## src/rtl/data_memory_arbiter_if.sv

```systemverilog
// Requester/memory signal bundle for data_memory_arbiter.
// The master side is the two requesters plus the data memory; the slave side is the arbiter.
interface data_memory_arbiter_if #(
  parameter int unsigned DATA_WIDTH = 32,
  parameter int unsigned ADDR_WIDTH = 32
);
  logic                  REQ_0;
  logic                  WE_0;
  logic [ADDR_WIDTH-1:0] ADDR_0;
  logic [DATA_WIDTH-1:0] WDATA_0;
  logic                  GNT_0;
  logic                  DONE_0;
  logic [DATA_WIDTH-1:0] RDATA_0;
  logic                  ERR_0;

  logic                  REQ_1;
  logic                  WE_1;
  logic [ADDR_WIDTH-1:0] ADDR_1;
  logic [DATA_WIDTH-1:0] WDATA_1;
  logic                  GNT_1;
  logic                  DONE_1;
  logic [DATA_WIDTH-1:0] RDATA_1;
  logic                  ERR_1;

  logic                  MEM_WE;
  logic [ADDR_WIDTH-1:0] MEM_ADDR;
  logic [DATA_WIDTH-1:0] MEM_WDATA;
  logic [DATA_WIDTH-1:0] MEM_RDATA;

  modport master (
    output REQ_0, WE_0, ADDR_0, WDATA_0,
    output REQ_1, WE_1, ADDR_1, WDATA_1,
    output MEM_RDATA,
    input  GNT_0, DONE_0, RDATA_0, ERR_0,
    input  GNT_1, DONE_1, RDATA_1, ERR_1,
    input  MEM_WE, MEM_ADDR, MEM_WDATA
  );

  modport slave (
    input  REQ_0, WE_0, ADDR_0, WDATA_0,
    input  REQ_1, WE_1, ADDR_1, WDATA_1,
    input  MEM_RDATA,
    output GNT_0, DONE_0, RDATA_0, ERR_0,
    output GNT_1, DONE_1, RDATA_1, ERR_1,
    output MEM_WE, MEM_ADDR, MEM_WDATA
  );
endinterface

```

## src/rtl/data_memory_arbiter.sv

```systemverilog
// Two-port arbiter in front of a single-port, word-addressed data memory (IDLE/ACCESS/DONE).
// Define ROUND_ROBIN_EN for alternating priority; otherwise port 0 has fixed priority.
module data_memory_arbiter #(
  parameter int unsigned MEMORY_SIZE = 64,
  parameter int unsigned DATA_WIDTH  = 32,
  parameter int unsigned ADDR_WIDTH  = 32
) (
  input logic                  CLK,
  input logic                  RESET,
  data_memory_arbiter_if.slave bus
);

  typedef enum logic [1:0] {
    S_IDLE   = 2'd0,
    S_ACCESS = 2'd1,
    S_DONE   = 2'd2
  } state_t;

  typedef struct packed {
    logic                  we;
    logic [ADDR_WIDTH-1:0] addr;
    logic [DATA_WIDTH-1:0] wdata;
  } req_t;

  state_t                state_q, state_d;
  logic                  owner_q, owner_d;
  logic                  we_q, we_d;
  logic                  err_q, err_d;
  logic                  mem_we_q, mem_we_d;
  logic [ADDR_WIDTH-1:0] mem_addr_q, mem_addr_d;
  logic [DATA_WIDTH-1:0] mem_wdata_q, mem_wdata_d;
  logic [1:0]            gnt_q, gnt_d;
  logic [1:0]            done_q, done_d;
  logic [1:0]            err_out_q, err_out_d;

  req_t                  req_0, req_1, sel;
  logic                  any_req;
  logic                  winner;
  logic                  sel_err;
  logic                  latch;

  always_comb begin
    req_0 = '{we: bus.WE_0, addr: bus.ADDR_0, wdata: bus.WDATA_0};
    req_1 = '{we: bus.WE_1, addr: bus.ADDR_1, wdata: bus.WDATA_1};
  end

  assign any_req = bus.REQ_0 | bus.REQ_1;

`ifdef ROUND_ROBIN_EN
  logic ptr_q, ptr_d;

  // On contention the pointer decides; a lone requester always wins.
  always_comb begin
    winner = 1'b0;
    if (bus.REQ_0 && bus.REQ_1) winner = ptr_q;
    else if (bus.REQ_1)         winner = 1'b1;
  end

  always_comb begin
    ptr_d = ptr_q;
    if (latch) ptr_d = ~winner;
  end

  always_ff @(posedge CLK or posedge RESET) begin
    if (RESET) ptr_q <= 1'b0;
    else       ptr_q <= ptr_d;
  end
`else
  assign winner = ~bus.REQ_0 & bus.REQ_1;
`endif

  assign sel     = winner ? req_1 : req_0;
  assign sel_err = (sel.addr >= ADDR_WIDTH'(MEMORY_SIZE));

  always_ff @(posedge CLK or posedge RESET) begin
    if (RESET) state_q <= S_IDLE;
    else       state_q <= state_d;
  end

  // Next state and next values of every registered output.
  always_comb begin
    state_d     = state_q;
    latch       = 1'b0;
    owner_d     = owner_q;
    we_d        = we_q;
    err_d       = err_q;
    mem_we_d    = 1'b0;
    mem_addr_d  = mem_addr_q;
    mem_wdata_d = mem_wdata_q;
    gnt_d       = 2'b00;
    done_d      = 2'b00;
    err_out_d   = 2'b00;

    case (state_q)
      S_IDLE: begin
        if (any_req) latch = 1'b1;
      end
      S_ACCESS: begin
        state_d            = S_DONE;
        done_d[owner_q]    = 1'b1;
        err_out_d[owner_q] = err_q;
      end
      S_DONE: begin
        if (any_req) latch   = 1'b1;
        else         state_d = S_IDLE;
      end
      default: state_d = S_IDLE;
    endcase

    // Out-of-range accesses still run the full handshake but never write.
    if (latch) begin
      state_d       = S_ACCESS;
      owner_d       = winner;
      we_d          = sel.we;
      err_d         = sel_err;
      mem_we_d      = sel.we & ~sel_err;
      mem_addr_d    = sel.addr;
      mem_wdata_d   = sel.wdata;
      gnt_d[winner] = 1'b1;
    end
  end

  always_ff @(posedge CLK or posedge RESET) begin
    if (RESET) begin
      owner_q     <= 1'b0;
      we_q        <= 1'b0;
      err_q       <= 1'b0;
      mem_we_q    <= 1'b0;
      mem_addr_q  <= '0;
      mem_wdata_q <= '0;
      gnt_q       <= 2'b00;
      done_q      <= 2'b00;
      err_out_q   <= 2'b00;
    end else begin
      owner_q     <= owner_d;
      we_q        <= we_d;
      err_q       <= err_d;
      mem_we_q    <= mem_we_d;
      mem_addr_q  <= mem_addr_d;
      mem_wdata_q <= mem_wdata_d;
      gnt_q       <= gnt_d;
      done_q      <= done_d;
      err_out_q   <= err_out_d;
    end
  end

  assign bus.MEM_WE    = mem_we_q;
  assign bus.MEM_ADDR  = mem_addr_q;
  assign bus.MEM_WDATA = mem_wdata_q;

  assign bus.GNT_0  = gnt_q[0];
  assign bus.GNT_1  = gnt_q[1];
  assign bus.DONE_0 = done_q[0];
  assign bus.DONE_1 = done_q[1];
  assign bus.ERR_0  = err_out_q[0];
  assign bus.ERR_1  = err_out_q[1];

  // Memory registers ReadData at the ACCESS closing edge, so read data passes through during DONE.
  assign bus.RDATA_0 = (done_q[0] && !we_q && !err_q) ? bus.MEM_RDATA : '0;
  assign bus.RDATA_1 = (done_q[1] && !we_q && !err_q) ? bus.MEM_RDATA : '0;

endmodule

```

## src/flat_wrapper.sv

```systemverilog
// flat-port wrapper written by rule: the top's interface ports become plain ports
module data_memory_arbiter_flat 
#(
  parameter int unsigned MEMORY_SIZE = 64,
  parameter int unsigned DATA_WIDTH  = 32,
  parameter int unsigned ADDR_WIDTH  = 32
)
  (CLK, RESET, bus_REQ_0, bus_WE_0, bus_ADDR_0, bus_WDATA_0, bus_REQ_1, bus_WE_1, bus_ADDR_1, bus_WDATA_1, bus_MEM_RDATA, bus_GNT_0, bus_DONE_0, bus_RDATA_0, bus_ERR_0, bus_GNT_1, bus_DONE_1, bus_RDATA_1, bus_ERR_1, bus_MEM_WE, bus_MEM_ADDR, bus_MEM_WDATA);
  data_memory_arbiter_if #(.DATA_WIDTH(DATA_WIDTH), .ADDR_WIDTH(ADDR_WIDTH)) bus_i ();
  input logic CLK;
  input logic RESET;
  input wire logic [$bits(bus_i.REQ_0)-1:0] bus_REQ_0;
  input wire logic [$bits(bus_i.WE_0)-1:0] bus_WE_0;
  input wire logic [$bits(bus_i.ADDR_0)-1:0] bus_ADDR_0;
  input wire logic [$bits(bus_i.WDATA_0)-1:0] bus_WDATA_0;
  input wire logic [$bits(bus_i.REQ_1)-1:0] bus_REQ_1;
  input wire logic [$bits(bus_i.WE_1)-1:0] bus_WE_1;
  input wire logic [$bits(bus_i.ADDR_1)-1:0] bus_ADDR_1;
  input wire logic [$bits(bus_i.WDATA_1)-1:0] bus_WDATA_1;
  input wire logic [$bits(bus_i.MEM_RDATA)-1:0] bus_MEM_RDATA;
  output wire logic [$bits(bus_i.GNT_0)-1:0] bus_GNT_0;
  output wire logic [$bits(bus_i.DONE_0)-1:0] bus_DONE_0;
  output wire logic [$bits(bus_i.RDATA_0)-1:0] bus_RDATA_0;
  output wire logic [$bits(bus_i.ERR_0)-1:0] bus_ERR_0;
  output wire logic [$bits(bus_i.GNT_1)-1:0] bus_GNT_1;
  output wire logic [$bits(bus_i.DONE_1)-1:0] bus_DONE_1;
  output wire logic [$bits(bus_i.RDATA_1)-1:0] bus_RDATA_1;
  output wire logic [$bits(bus_i.ERR_1)-1:0] bus_ERR_1;
  output wire logic [$bits(bus_i.MEM_WE)-1:0] bus_MEM_WE;
  output wire logic [$bits(bus_i.MEM_ADDR)-1:0] bus_MEM_ADDR;
  output wire logic [$bits(bus_i.MEM_WDATA)-1:0] bus_MEM_WDATA;
  assign bus_i.REQ_0 = bus_REQ_0;
  assign bus_i.WE_0 = bus_WE_0;
  assign bus_i.ADDR_0 = bus_ADDR_0;
  assign bus_i.WDATA_0 = bus_WDATA_0;
  assign bus_i.REQ_1 = bus_REQ_1;
  assign bus_i.WE_1 = bus_WE_1;
  assign bus_i.ADDR_1 = bus_ADDR_1;
  assign bus_i.WDATA_1 = bus_WDATA_1;
  assign bus_i.MEM_RDATA = bus_MEM_RDATA;
  assign bus_GNT_0 = bus_i.GNT_0;
  assign bus_DONE_0 = bus_i.DONE_0;
  assign bus_RDATA_0 = bus_i.RDATA_0;
  assign bus_ERR_0 = bus_i.ERR_0;
  assign bus_GNT_1 = bus_i.GNT_1;
  assign bus_DONE_1 = bus_i.DONE_1;
  assign bus_RDATA_1 = bus_i.RDATA_1;
  assign bus_ERR_1 = bus_i.ERR_1;
  assign bus_MEM_WE = bus_i.MEM_WE;
  assign bus_MEM_ADDR = bus_i.MEM_ADDR;
  assign bus_MEM_WDATA = bus_i.MEM_WDATA;
  data_memory_arbiter #(.MEMORY_SIZE(MEMORY_SIZE), .DATA_WIDTH(DATA_WIDTH), .ADDR_WIDTH(ADDR_WIDTH)) u_core (.CLK(CLK), .RESET(RESET), .bus(bus_i));
endmodule
```

## config.mk

```make
export PLATFORM = sky130hd
export DESIGN_NAME = data_memory_arbiter_flat
export DESIGN_NICKNAME = d
export VERILOG_FILES = /design/src/rtl/data_memory_arbiter_if.sv /design/src/rtl/data_memory_arbiter.sv /design/src/flat_wrapper.sv
export SDC_FILE = /design/constraint.sdc
export NUM_CORES = 1
export LEC_CHECK = 0
export ABC_AREA = 1
export BUFFER_PORTS_ARGS = -buffer_cell sky130_fd_sc_hd__buf_4
export CORE_AREA = 2 2 116 118
export CTS_BUF_LIST = sky130_fd_sc_hd__clkbuf_4 sky130_fd_sc_hd__clkbuf_8
export DETAILED_ROUTE_END_ITERATION = 7
export DIE_AREA = 0 0 118 120
export GPL_TIMING_DRIVEN = 0
export HOLD_SLACK_MARGIN = 0.03
export PLACE_DENSITY_LB_ADDON = 0.1
export SYNTH_ARGS = -nofsm -noshare
export SYNTH_HDL_FRONTEND = slang
export SYNTH_SLANG_ARGS = --single-unit
```

## constraint.sdc

```tcl
create_clock -name CLK -period 2.3 [get_ports CLK]
set_input_delay 0.345 -clock CLK [delete_from_list [all_inputs] [get_ports CLK]]
set_output_delay 0.345 -clock CLK [all_outputs]
set_load 0.05 [all_outputs]
```

==> metrics.cfg, run 1 <==
[power_and_ir_drop]
cellPowerDensity_nw_per_um2=741
total_power_uw=4920
switching_share_pct=43.5
clkPwrFrac_pct=20.2
pwr-share-comb_pct=44.9
intPower_uw=2780
p_leak_uw=0.00378
p_sw_uw=2140
p_seq_share_pct=35.0
ir_drop_mv=0.365

[synthesis]
ys_top_cells_by_count=nand2_1, nor2_1, dfrtp_1
muxShareOfSynthArea_pct=0
synth_cells=560
synth-seq-area-share_pct=48.2
ys_types=22
synth_adder_area_share_pct=0
ys_warn_count=0
ys.flop_type=dfrtp_1
synth_area_leaders=dfrtp_1, nand2_1, nor2_1
synth-xor-area-share_pct=0
synth-compound-area-share_pct=5.87
syn_area_per_cell_um2=7.04
synth_most_common_cell=nand2_1
syn-cell-area_um2=3940
async_reset_ff_share_pct=100
synth_top_family_by_area=simple AND/OR/NAND/NOR gates
synth_top_area_share_pct=48.2
synth_edf_count=0
synth_nets=726
synth_top_cell_by_area=dfrtp_1
synth-simple-area-share_pct=35.8
ys_ff_latch=76

[critical_path]
cpMaxStageDelayCell=dfrtp_1
rr_endpoint=u_core.bus.MEM_ADDR[24]
critPathMaxStageDelay_ns=0.38
worstPathRequired_ns=1.96
worst-path-buf-inv=3
critPathArrivalTime_ns=1.72
cp_cell_sequence=inv_1 -> nand3_1 -> clkbuf_1 -> nor2_1 -> buf_4
crit_path_end_kind=primary output
r2r_cells=5
r2r_start=u_core.state_q[0]
critPathKind=flop to primary output
rrSetupSlack_ns=0.76
critPathLaunchType=flop
crit_fanout=10
crit_family=buffers and inverters

[routing]
drt-total-wl_mm=14.4
route.detailed.drc=0
num_vias=4594
wire_per_inst_um=13.7
drtIter0Drc=169
ant_nets=0
detail_route.vias_per_cell=4.37
firstDrtPassIters=4

[clocking]
cts-htree-levels=3
clock-root-buffer=clkbuf_8
insertion_delay_ns=0.35
clkSinkCount=76
post_cts_buffers=0
cts_tree=yes
cts_buffer_depth=2
clkTransAtPathRegs_ns=0.08
numCtsBuffers=9
cts_resized=0

[grt]
antenna_found_initial=0
grt_max_degree=71
gr-total-overflow=0
grt.total_usage_pct=20.2
grt_pass1_wl_mm=22.5
grt_pass1_vias=4483

[die]
die_w_um=118
rows=42
die_area_um2=14200
coreArea_um2=13000
die_h_um=120
initial_core_util_pct=30.4
ioPinCount=301

[hold_path]
hp-class=input pin to flop
hold_path_end=u_core.bus.MEM_WDATA[8]
holdPathStages=3
hold_start=bus_WDATA_0[8]

[finish]
final_nets=1038
diodes=0
fillers=1317
syn_to_final_growth_pct=68.3
fin_cells=1052
fin_util_pct=51.1
drive_gt1_share_pct=38.5
final_cell_area_um2=6640

[timing]
finalSetupViolCount=0
slew_headroom_pct=64.4
finalHoldViolCount=0
timing.hold.ws_ns=0.189
clock.fmax_mhz=485
min_period_ns=2.06
drv_slew=0
fin_crit_sh_pct=89.7
worstMarginPinSlew_ns=0.534
finClkSkew_ns=0.0123
rsz0062_at_grt=false

[place]
portBuffers=299
place_hpwl_mm=11.6
placed_cell_area_um2=6440
post-place-cells=1036
routabilityCongestion=0.911

[run_status]
status=completed

[run]
cap_violations=0

==> cell type report <==
| type | instances | area [um2] | share of cell area (%) |
|---|---|---|---|
| inverter | 66 | 250 | 3.77 |
| multi-input combinational | 389 | 1640 | 24.7 |
| clock buffer | 9 | 124 | 1.87 |
| timing repair buffer | 301 | 2280 | 34.4 |
| buffer | 29 | 151 | 2.28 |
| clock inverter | 6 | 63.8 | 0.962 |
| sequential | 76 | 1900 | 28.7 |
| tap | 176 | 220 | 3.32 |
==> tightest hold or removal path, stage by stage <==
cell	delay, ns
buf_4	0.08
nand2_1	0.04
nand3_1	0.05
==> placed cells by master, fill, tap and decap left out <==
master	n
nand2_1	196
a22oi_1	1
o21ai_0	16
o21ai_1	1
clkbuf_1	15
dlygate4sd3_1	1
clkinv_2	2
buf_4	304
buf_16	1
nand3_1	43
nor3_1	2
nand3b_1	7
dfrtp_1	76
inv_1	63
buf_6	2
nor2_1	95
nor2_4	2
inv_2	2
clkinvlp_4	2
nand2_4	1
buf_2	7
inv_6	1
nor2_2	1
o21ai_2	1
inv_4	1
o21bai_1	1
a21oi_1	12
clkbuf_8	9
bufinv_16	1
a31oi_1	10
==> metrics by stage <==
stage	setup slack, ns	setup TNS [ns]
floorplan	0.0167	0
global placement	-1.00	-75.60
detailed placement	0.519	0
CTS	0.218	0
global route	0.0662	0
finish	0.237	0
==> power groups by stage <==
stage / clock network, uW / registers, uW / logic, uW
2_1_floorplan: 0 / 2550 / 566
3_3_place_gp: 0 / 1730 / 2210
3_5_place_dp: 0 / 1740 / 2230
4_1_cts: 1030 / 1720 / 2230
5_1_grt: 1100 / 1750 / 2350
6_report: 992 / 1720 / 2210
==> registers in the layout, summed over array words and instances, names as in the netlist <==
signal and count:
u_core.bus.MEM_ADDR 32, u_core.bus.MEM_WDATA 32, u_core.done_q 2, u_core.err_out_q 2
u_core.gnt_q 2, u_core.state_q 2, u_core.bus.MEM_WE 1, u_core.err_q 1
u_core.owner_q 1, u_core.we_q 1
==> repair_timing <==
| action | 4_1_cts | 5_1_grt |
|---|---|---|
| hold buffers | 1 | 0 |
| endpoints found under the hold margin | 6 | 0 |
| setup endpoints to repair | 0 | 0 |
==> metal layers <==
layer  GRT usage, %  up-vias  share of wire (%)  routed length, um
met5              0        -                  0                  0
met4           9.49        0                3.0                431
met3           5.37       32                8.3               1200
met2           37.2      207                 53               7580
met1           21.6     2029                 36               5220
li1               -     2326                  -                  -
==> worst max path at each step <==
stage            startpoint                 endpoint  slack [ns]  depth (start not counted)
6_report       u_core.err_q          bus_RDATA_0[12]        0.24                          5
3_5_place_dp      bus_REQ_0             u_core.err_q        0.52                         12
3_3_place_gp          RESET  u_core.bus.MEM_ADDR[11]       -1.00                          2
5_1_grt        u_core.err_q          bus_RDATA_1[19]        0.07                          5
4_1_cts        u_core.err_q          bus_RDATA_0[12]        0.22                          5
2_1_floorplan         RESET   u_core.bus.MEM_ADDR[0]        0.02                          1
==> logic make-up (layout without fill, tap and decap cells) <==
group | after synthesis | in the layout
compound gates | 42 | 42
buf+inv | 95 | 411
flops | 76 | 76
simple gates | 347 | 347
No activity file was read; power rests on OpenSTA's default activity.
==> run 2, diff against run 1 <==
--- a/config.mk
+++ b/config.mk
@@ -14,6 +14,7 @@
 export GPL_TIMING_DRIVEN = 0
 export HOLD_SLACK_MARGIN = 0.03
 export PLACE_DENSITY_LB_ADDON = 0.1
+export SETUP_SLACK_MARGIN = 0.5
 export SYNTH_ARGS = -nofsm -noshare
 export SYNTH_HDL_FRONTEND = slang
 export SYNTH_SLANG_ARGS = --single-unit
==> metrics.cfg, run 2 (synthesized netlist as in run 1, its figures left out) <==
[die]
die_h_um=120  ; unchanged
ioPinCount=301  ; unchanged
initial_core_util_pct=30.4  ; unchanged
die_area_um2=14200  ; unchanged
rows=42  ; unchanged
coreArea_um2=13000  ; unchanged
die_w_um=118  ; unchanged

[critical_path]
worstPathRequired_ns=1.96  ; about the same
critPathLaunchType=flop  ; unchanged
critPathKind=flop to primary output  ; unchanged
cp_cell_sequence=inv_2 -> nand3_4 -> clkbuf_16 -> nor2_2 -> buf_6  ; was inv_1 -> nand3_1 -> clkbuf_1 -> nor2_1 -> buf_4
r2r_start=u_core.state_q[0]  ; unchanged
critPathArrivalTime_ns=1.49  ; was 1.72 ns
crit_fanout=10  ; unchanged
crit_path_end_kind=primary output  ; unchanged
critPathMaxStageDelay_ns=0.39  ; was 0.38 ns
cpMaxStageDelayCell=dfrtp_1  ; unchanged
crit_start=u_core.err_q  ; unchanged

[timing]
slew_headroom_pct=42.4  ; was 64.4%
min_period_ns=1.84  ; was 2.06 ns
fin_crit_sh_pct=79.9  ; was 89.7%
setup_tns_ns=0  ; unchanged
clock.fmax_mhz=544  ; was 485 MHz
worstMarginPinSlew_ns=0.862  ; was 0.534 ns
drv_slew=0  ; unchanged
rsz0062_at_grt=true  ; was false
finalSetupViolCount=0  ; unchanged
finalHoldViolCount=0  ; unchanged
finClkSkew_ns=0.00944  ; was 0.0123 ns

[routing]
route.detailed.drc=0  ; unchanged
wl_met1_mm=5.75  ; was 5.22 mm
drtIter0Drc=157  ; was 169
wire_per_inst_um=14.7  ; was 13.7 um
num_vias=4746  ; was 4594
top_layer_used=met4  ; unchanged
wl_met3_mm=1.04  ; was 1.20 mm
detail_route.vias_per_cell=4.49  ; was 4.37
dr_wl_met2_mm=8.19  ; was 7.58 mm
firstDrtPassIters=5  ; was 4
drt-total-wl_mm=15.6  ; was 14.4 mm
ant_nets=0  ; unchanged

[place]
portBuffers=299  ; unchanged
routabilityCongestion=1.04  ; was 0.911
place_hpwl_mm=12.0  ; was 11.6 mm

[grt]
grt_max_degree=41  ; was 71
grt_pass1_wl_mm=23.5  ; was 22.5 mm
grt.total_usage_pct=21.3  ; was 20.2%
grt_pass1_vias=4594  ; was 4483
antenna_found_initial=0  ; unchanged
gr-total-overflow=0  ; unchanged

[finish]
final_common_cell=buf_4  ; unchanged
syn_to_final_growth_pct=81.3  ; was 68.3%
drive_gt1_share_pct=45.5  ; was 38.5%
final_cell_mix=buf_4, nand2_1, dfrtp_1, buf_6, inv_1  ; was buf_4, nand2_1, nor2_1, dfrtp_1, inv_1
final_nets=1043  ; was 1038
diodes=0  ; unchanged

[clocking]
numCtsBuffers=9  ; unchanged
cts_tree=yes  ; unchanged
insertion_delay_ns=0.35  ; about the same
clkSinkCount=76  ; unchanged
clkTransAtPathRegs_ns=0.08  ; about the same
cts_buffer_depth=2  ; unchanged
cts-htree-levels=3  ; unchanged
clock-root-buffer=clkbuf_8  ; unchanged

[power_and_ir_drop]
cellPowerDensity_nw_per_um2=715  ; was 741 nW/um2
total_power_uw=5110  ; was 4920 uW
p_leak_uw=0.00389  ; was 0.00378 uW
ir_drop_mv=0.367  ; was 0.365 mV

[run]
cap_violations=0  ; unchanged

[run_status]
status=completed  ; unchanged

[hold_path]
hp-class=input pin to async pin  ; was input pin to flop

-- run 2: cell count changes in the layout (fill, tap and decap cells not counted), sizes merged --
cell	before	now
bufinv	1	2
inv	67	65
clkinvlp	2	1
buf	314	324
clkbuf	24	20
clkinv	2	3
dlygate4sd3	1	0
-- run 2: area by class of cell --
type | count | area [um2]
Sequential cell | 76 | 1900
Multi-Input combinational cell | 389 | 1800
Clock inverter | 5 | 78.8
Tap cell | 176 | 220
Buffer | 29 | 228
Timing Repair Buffer | 306 | 2550
Clock buffer | 9 | 124
Inverter | 66 | 251
Fill cell | 1231 | 5830
-- run 2: path summary, 6_finish.rpt --
check | endpoint | slack [ns] | depth (start not counted)
min in group CLK | u_core.bus.MEM_WDATA[6] | 0.19 | 3
worst min-delay path | u_core.bus.MEM_WDATA[15] | 0.16 | 2
worst max register to register | u_core.bus.MEM_ADDR[2] | 0.76 | 6
max in group asynchronous | u_core.state_q[0] | 1.47 | 3
worst min register to register | u_core.state_q[1] | 0.42 | 1
worst max-delay path | bus_RDATA_1[29] | 0.46 | 5
-- run 2: stage by stage --
stage	instances	hold slack, ns	instance area (um2)	util [%]	worst slack, ns
2_1_floorplan	560	0.390	3950	-	0.240
3_3_place_gp	1035	0.406	6410	49.4	0.479
3_5_place_dp	1036	0.399	6430	49.5	0.516
4_1_cts	1055	0.167	7030	54.1	0.459
5_1_grt	1056	0.179	7150	55.1	0.376
6_report	1056	0.156	7150	55.1	0.461
-- run 2: critical path: cells and delay by family, from the launching register on --
family                 cells  cell delay (ns)
and+or+nand+nor            2             0.25
buffers and inverters      3             0.50
DFF                        1             0.39
-- run 2: power by group --
group	total [uW]	internal, uW	switching, uW	leakage, uW
registers	1720	1580	143	0.000916
clock network	1090	597	488	0.000105
logic	2300	754	1550	0.00286
total	5110	2930	2180	0.00389
-- run 2: routing by layer --
metal / track usage, % / vias up
met3: 4.85 / 33
met4: 10.4 / 0
met1: 23.1 / 2184
li1: - / 2339
met2: 38.8 / 190
met5: 0 / -
-- run 2: what timing repair did --
| item | CTS | global route |
|---|---|---|
| hold buffers | 0 | 0 |
| gates cloned | 1 | 0 |
| buffers inserted | 4 | 1 |
| gates resized for setup | 106 | 37 |
| endpoints found under the setup margin | 64 | 64 |
